$ cat config.mk
export PLATFORM = sky130hd
export DESIGN_NAME = node_seq
export DESIGN_NICKNAME = d
export VERILOG_FILES = /design/src/rtl/node_seq.sv
export SDC_FILE = /design/constraint.sdc
export NUM_CORES = 2
export LEC_CHECK = 0
export BUFFER_PORTS_ARGS = -buffer_cell sky130_fd_sc_hd__buf_2
export CORE_MARGIN = 2
export CORE_UTILIZATION = 60
export CTS_BUF_LIST = sky130_fd_sc_hd__clkbuf_8
export CTS_CLUSTER_DIAMETER = 40
export DETAILED_ROUTE_END_ITERATION = 8
export PLACE_DENSITY = 0.83
export SLEW_MARGIN = 10
export SYNTH_ARGS = -nofsm -noshare
export SYNTH_HDL_FRONTEND = slang
export SYNTH_SLANG_ARGS = --single-unit
$ cat constraint.sdc
create_clock -name clk -period 10.1 [get_ports clk]
set_input_delay 2.525 -clock clk [delete_from_list [all_inputs] [get_ports clk]]
set_output_delay 2.525 -clock clk [all_outputs]
set_load 0.02 [all_outputs]
$ cat src/rtl/node_seq.sv
// Sequenced multiply-accumulate neuron engine: streams weights and bias for NN neurons
// from an external synchronous memory and emits one fixed-point pre-activation per neuron.
module node_seq #(
    parameter int SX = 2,
    parameter int NN = 4,
    parameter int N  = 32,
    parameter int F  = 24,
    localparam int AW   = (NN * (SX + 1) > 1) ? $clog2(NN * (SX + 1)) : 1,
    localparam int KW   = (NN > 1) ? $clog2(NN) : 1
) (
    input  logic            clk,
    input  logic            rst,
    input  logic            start,
    input  logic [N*SX-1:0] nx,
    output logic            w_en,
    output logic [AW-1:0]   w_addr,
    input  logic [N-1:0]    w_data,
    output logic [N-1:0]    z,
    output logic [KW-1:0]   z_idx,
    output logic            z_valid,
    input  logic            z_ready,
    output logic            busy,
    output logic            done
);

    localparam int JW   = (SX > 0) ? $clog2(SX + 1) : 1;
    localparam int ACCW = 2 * N + $clog2(SX + 1);
    localparam logic [JW-1:0] JLAST = JW'(SX);
    localparam logic [KW-1:0] KLAST = KW'(NN - 1);

    typedef enum logic [1:0] {IDLE, FETCH, DRAIN, OUT} state_t;

    state_t            state;
    logic [N-1:0]      xl [SX];
    logic [KW-1:0]     k;
    logic [JW-1:0]     j;
    logic              rd_v;
    logic [JW-1:0]     rd_j;
    logic              fin;
    logic [ACCW-1:0]   acc;

    logic [N-1:0]      x_sel;
    logic [2*N-1:0]    prod;
    logic [ACCW-1:0]   term;

    // Low 2N bits of the product of sign-extended operands equal the exact signed product.
    always_comb begin
        x_sel = '0;
        for (int unsigned i = 0; i < SX; i++) begin
            if (rd_j == JW'(i)) x_sel = xl[i];
        end
        prod = {{N{x_sel[N-1]}}, x_sel} * {{N{w_data[N-1]}}, w_data};
        if (rd_j == JLAST)
            term = {{(ACCW-N){w_data[N-1]}}, w_data} << F;
        else
            term = {{(ACCW-2*N){prod[2*N-1]}}, prod};
    end

    always_ff @(posedge clk or negedge rst) begin
        if (!rst) begin
            state   <= IDLE;
            for (int unsigned i = 0; i < SX; i++) xl[i] <= '0;
            k       <= '0;
            j       <= '0;
            rd_v    <= 1'b0;
            rd_j    <= '0;
            fin     <= 1'b0;
            acc     <= '0;
            w_en    <= 1'b0;
            w_addr  <= '0;
            z       <= '0;
            z_idx   <= '0;
            z_valid <= 1'b0;
            busy    <= 1'b0;
            done    <= 1'b0;
        end else begin
            done <= 1'b0;
            fin  <= 1'b0;
            // Memory samples the address on this edge; its data is captured one edge later.
            rd_v <= w_en;
            rd_j <= j;
            if (rd_v) begin
                acc <= ((rd_j == '0) ? '0 : acc) + term;
                if (rd_j == JLAST) fin <= 1'b1;
            end

            case (state)
                IDLE: begin
                    if (start) begin
                        for (int unsigned i = 0; i < SX; i++) xl[i] <= nx[i*N +: N];
                        k      <= '0;
                        j      <= '0;
                        busy   <= 1'b1;
                        w_en   <= 1'b1;
                        w_addr <= '0;
                        state  <= FETCH;
                    end
                end
                FETCH: begin
                    if (j == JLAST) begin
                        w_en  <= 1'b0;
                        state <= DRAIN;
                    end else begin
                        j      <= j + 1'b1;
                        w_addr <= w_addr + 1'b1;
                    end
                end
                DRAIN: begin
                    if (fin) begin
                        z       <= acc[N+F-1:F];
                        z_idx   <= k;
                        z_valid <= 1'b1;
                        state   <= OUT;
                    end
                end
                OUT: begin
                    if (z_ready) begin
                        z_valid <= 1'b0;
                        if (k == KLAST) begin
                            busy  <= 1'b0;
                            done  <= 1'b1;
                            state <= IDLE;
                        end else begin
                            k      <= k + 1'b1;
                            j      <= '0;
                            w_en   <= 1'b1;
                            w_addr <= w_addr + 1'b1;
                            state  <= FETCH;
                        end
                    end
                end
                default: state <= IDLE;
            endcase
        end
    end

endmodule

==> run summary <==
* **vertical die dimension** 275 µm
* **Layout area overhead** 18.9%
* **Slew HR** 33.1%
* **capture instance of the worst register-to-register path** acc[55]$_DFFE_PN0P_
* **critical path type** input port to register
* **core outline area** 0.0728 mm²
* **post-route cell area** 0.0525 mm²
* **worst reg2reg path depth** 42
* **most frequent CP cell** sky130_fd_sc_hd__fa_1
* **# setup viols final** 36
* **pin count of the biggest net entering global routing** 108
* **Tmin final** 11.52 ns
* **required time worst endpoint** 10.48 ns
* **kind of cell with the highest combined delay on the critical path** adder cells
* **wire length per cell after detailed routing** 21.2 µm
* **worst clock skew** 0.0221 ns
* **synthesized area per cell** 9.39 µm²
* **final critical-path setup slack** -1.42 ns
* **share of layout cells above drive strength 1** 22.9%
* **number of placement rows** 99
* **Cell Count Post-Placement** 6,146
* **number of instances in the synthesized netlist** 4,699
* **count of unique library cells instantiated by Yosys** 73
* **wire length of the first global-routing pass** 211 mm
* **maximum clock insertion buffer count** 2
* **capture point of the worst path** acc[55]$_DFFE_PN0P_
* **clock insertion delay at the later pin of the skew report** 0.50 ns
* **sequential element share of the synthesized area** 9.75%
* **summed instance area of the synthesized netlist** 0.0441 mm²
* **violations in the final reports** negative setup slack
* **run status** complete, but fails checks
* **via count of the first global-routing pass** 40,200
* **net count of the mapped netlist** 6,020
* **total of warnings raised by yosys** 0
* **die outline area** 0.0757 mm²
* **Async S/R FF share, synth** 100%
* **Setup crit start kind** input port
* **IO Pins** 142
* **detailed placement HPWL** 107 mm
* **final standard cell count with taps included and fillers excluded** 6,227
* **post-detailed-route count of antenna-violating nets** 0
* **slowest stage cell on the critical path** sky130_fd_sc_hd__fa_1
* **Slew Viols, Final** 0
* **final period utilization** 114%
* **placed standard-cell area** 0.0504 mm²
* **Util after Layout** 72.1%
* **clock sink total** 172
* **multi-input combinational cell area** 0.0366 mm²
* **clock-pin slew of the registers on the worst-case setup and hold paths** 0.09 ns
* **path class of the lowest-slack min-delay path** register to register
* **# nets final** 6,575
* **number of filler cells placed in the layout** 4,760
* **cell count along the critical path** 38
* **total number of H-tree levels** 4
* **routability cong.** 1.00
* **via/cell ratio** 5.83
* **Max Cap Viol** 0
* **number of antenna violations at the first check in global routing** 2
* **count of endpoints failing hold in the final timing report** 0
* **starting density of the core** 60.6%
* **source of the worst register-to-register timing path** rd_j[0]$_DFF_PN0_
* **sum of routed wire length over all layers** 132 mm
* **Fmax** 86.8 MHz
* **Chip Width** 275 µm
* **Max Fanout on Critical Path** 6
* **arrival time of data at the critical path endpoint** 11.90 ns
* **flop2flop setup slack** -0.58 ns
* **number of DRC violations after detailed routing** 0
* **flop and latch count out of synthesis** 172
* **buffer cell driving the clock tree root** sky130_fd_sc_hd__clkbuf_8
* **Synth Flop Type** sky130_fd_sc_hd__dfrtp_1
* **unrepaired setup endpoints after global routing** yes
* **sequential cell area in the final layout** 0.00431 mm²
* **TritonCTS clock tree** built
* **worst setup path startpoint** w_data[5]
* **largest stage delay on the critical path** 0.56 ns
* **Vias** 36,300
* **Remaining Overflow, GRT** 0
* **CTS buffer count** 17
* **total negative slack** -27.39 ns
* **overall fraction of global-route tracks in use** 36.0%
* **# port buffers** 141
* **number of buffers and inverters on the critical path** 7
* **number of flops mapped to enable cells by yosys** 0
* **slew at the pin closest to its max-slew limit** 1.00 ns
* **nature of the critical path endpoint** register
* **First DRT Iteration DRCs** 3,446
* **hold-fix buffers at CTS** 0
* **router iterations before antenna repair** 6
==> synthesized netlist by cell type, types with 66 or more instances <==
library cell	n	share of area [%]
sky130_fd_sc_hd__xnor2_1	72	1.4
sky130_fd_sc_hd__o21ai_0	84	0.95
sky130_fd_sc_hd__and2_1	501	7.1
sky130_fd_sc_hd__nor2_1	123	1.0
sky130_fd_sc_hd__inv_1	931	7.9
sky130_fd_sc_hd__a21oi_1	151	1.7
sky130_fd_sc_hd__a21o_1	66	1.1
sky130_fd_sc_hd__ha_1	237	6.7
sky130_fd_sc_hd__nor2b_1	74	1.0
sky130_fd_sc_hd__mux2_2	145	3.7
sky130_fd_sc_hd__dfrtp_1	172	9.8
sky130_fd_sc_hd__nand2_1	568	4.8
sky130_fd_sc_hd__fa_1	984	45
sky130_fd_sc_hd__clkbuf_1	248	2.1
==> what timing repair did <==
| item | 4_1_cts | 5_1_grt |
|---|---|---|
| pin swaps | 154 | 64 |
| endpoints found under the setup margin | 35 | 37 |
| gates resized for setup | 234 | 63 |
| cloned | 1 | 0 |
| buffers inserted | 42 | 13 |
==> registers in the layout, indices dropped and copies added, names as in the netlist <==
name and cells:
acc 56, busy 1, done 1, fin 1, j 2, k 2
rd_j 2, rd_v 1, state 2, w_addr 4, w_en 1, xl 64
z 32, z_idx 2, z_valid 1
==> placed cells by master, fill, tap and decap left out, types with 13 or more instances in the layout <==
| cell | n |
|---|---|
| sky130_fd_sc_hd__a21oi_1 | 118 |
| sky130_fd_sc_hd__inv_1 | 926 |
| sky130_fd_sc_hd__o21ai_2 | 14 |
| sky130_fd_sc_hd__nand2_1 | 557 |
| sky130_fd_sc_hd__fa_1 | 967 |
| sky130_fd_sc_hd__nor3_1 | 16 |
| sky130_fd_sc_hd__ha_1 | 221 |
| sky130_fd_sc_hd__dfrtp_1 | 169 |
| sky130_fd_sc_hd__mux2i_1 | 33 |
| sky130_fd_sc_hd__and3_1 | 13 |
| sky130_fd_sc_hd__buf_6 | 45 |
| sky130_fd_sc_hd__a21o_1 | 66 |
| sky130_fd_sc_hd__xnor2_1 | 66 |
| sky130_fd_sc_hd__o21ai_0 | 57 |
| sky130_fd_sc_hd__fa_2 | 17 |
| sky130_fd_sc_hd__nor2_1 | 78 |
| sky130_fd_sc_hd__buf_12 | 45 |
| sky130_fd_sc_hd__mux2_2 | 133 |
| sky130_fd_sc_hd__a21oi_2 | 27 |
| sky130_fd_sc_hd__o21ai_1 | 18 |
| sky130_fd_sc_hd__ha_4 | 14 |
| sky130_fd_sc_hd__xor2_1 | 29 |
| sky130_fd_sc_hd__buf_2 | 120 |
| sky130_fd_sc_hd__nand3_1 | 19 |
| sky130_fd_sc_hd__nand4_1 | 19 |
| sky130_fd_sc_hd__clkbuf_8 | 17 |
| sky130_fd_sc_hd__o21bai_1 | 21 |
| sky130_fd_sc_hd__nor2b_1 | 72 |
| sky130_fd_sc_hd__buf_4 | 578 |
| sky130_fd_sc_hd__and2_1 | 490 |
| sky130_fd_sc_hd__nor2_2 | 39 |
==> stage by stage <==
stage | setup WS (ns) | hold slack (ns)
floorplan | -1.47 | 0.368
global placement | -1.98 | 0.384
detailed placement | -2.12 | 0.386
CTS | -1.20 | 0.409
global route | -1.65 | 0.417
finish | -1.42 | 0.416
==> layer usage <==
| layer | share of wire (%) | global-route usage [%] |
|---|---|---|
| met4 | 4.9 | 14.9 |
| met5 | 0.011 | 0 |
| met3 | 11 | 9.08 |
| met1 | 36 | 45.2 |
| met2 | 48 | 59.8 |
==> worst min-delay path by stage <==
stage,from,cells past startpoint,end
final,w_en$_DFFE_PN0P_,0,rd_v$_DFF_PN0_
after global routing,w_en$_DFFE_PN0P_,0,rd_v$_DFF_PN0_
after CTS,w_en$_DFFE_PN0P_,0,rd_v$_DFF_PN0_
after detailed placement,w_en$_DFFE_PN0P_,0,rd_v$_DFF_PN0_
after global placement,w_en$_DFFE_PN0P_,0,rd_v$_DFF_PN0_
after floorplan,j[0]$_DFFE_PN0P_,0,rd_j[0]$_DFF_PN0_
==> logic make-up after synthesis <==
logic type / Yosys count / synth area share (%)
flip-flops: 172 / 9.75
adder cells (fa/ha/maj): 1221 / 51.4
buffers and inverters: 1190 / 10.1
XOR/XNOR: 109 / 2.29
AO/OA/AOI/OAI: 432 / 6.11
AND/OR/NAND/NOR: 1397 / 15.9
multiplexers: 178 / 4.45
==> layout make-up <==
class	instances	share of cell area (%)
multi-input cells	3337	69.7
repair buffers	795	12.3
flip-flops and latches	172	8.21
inverters	931	6.66
well taps	959	2.29
clock buffers	17	0.446
clock inverters	15	0.350
diodes	1	0.00477
Power is left out: the tool's default activity adds up to more than one toggle a clock period on the data nets, which glitch-free logic cannot reach.
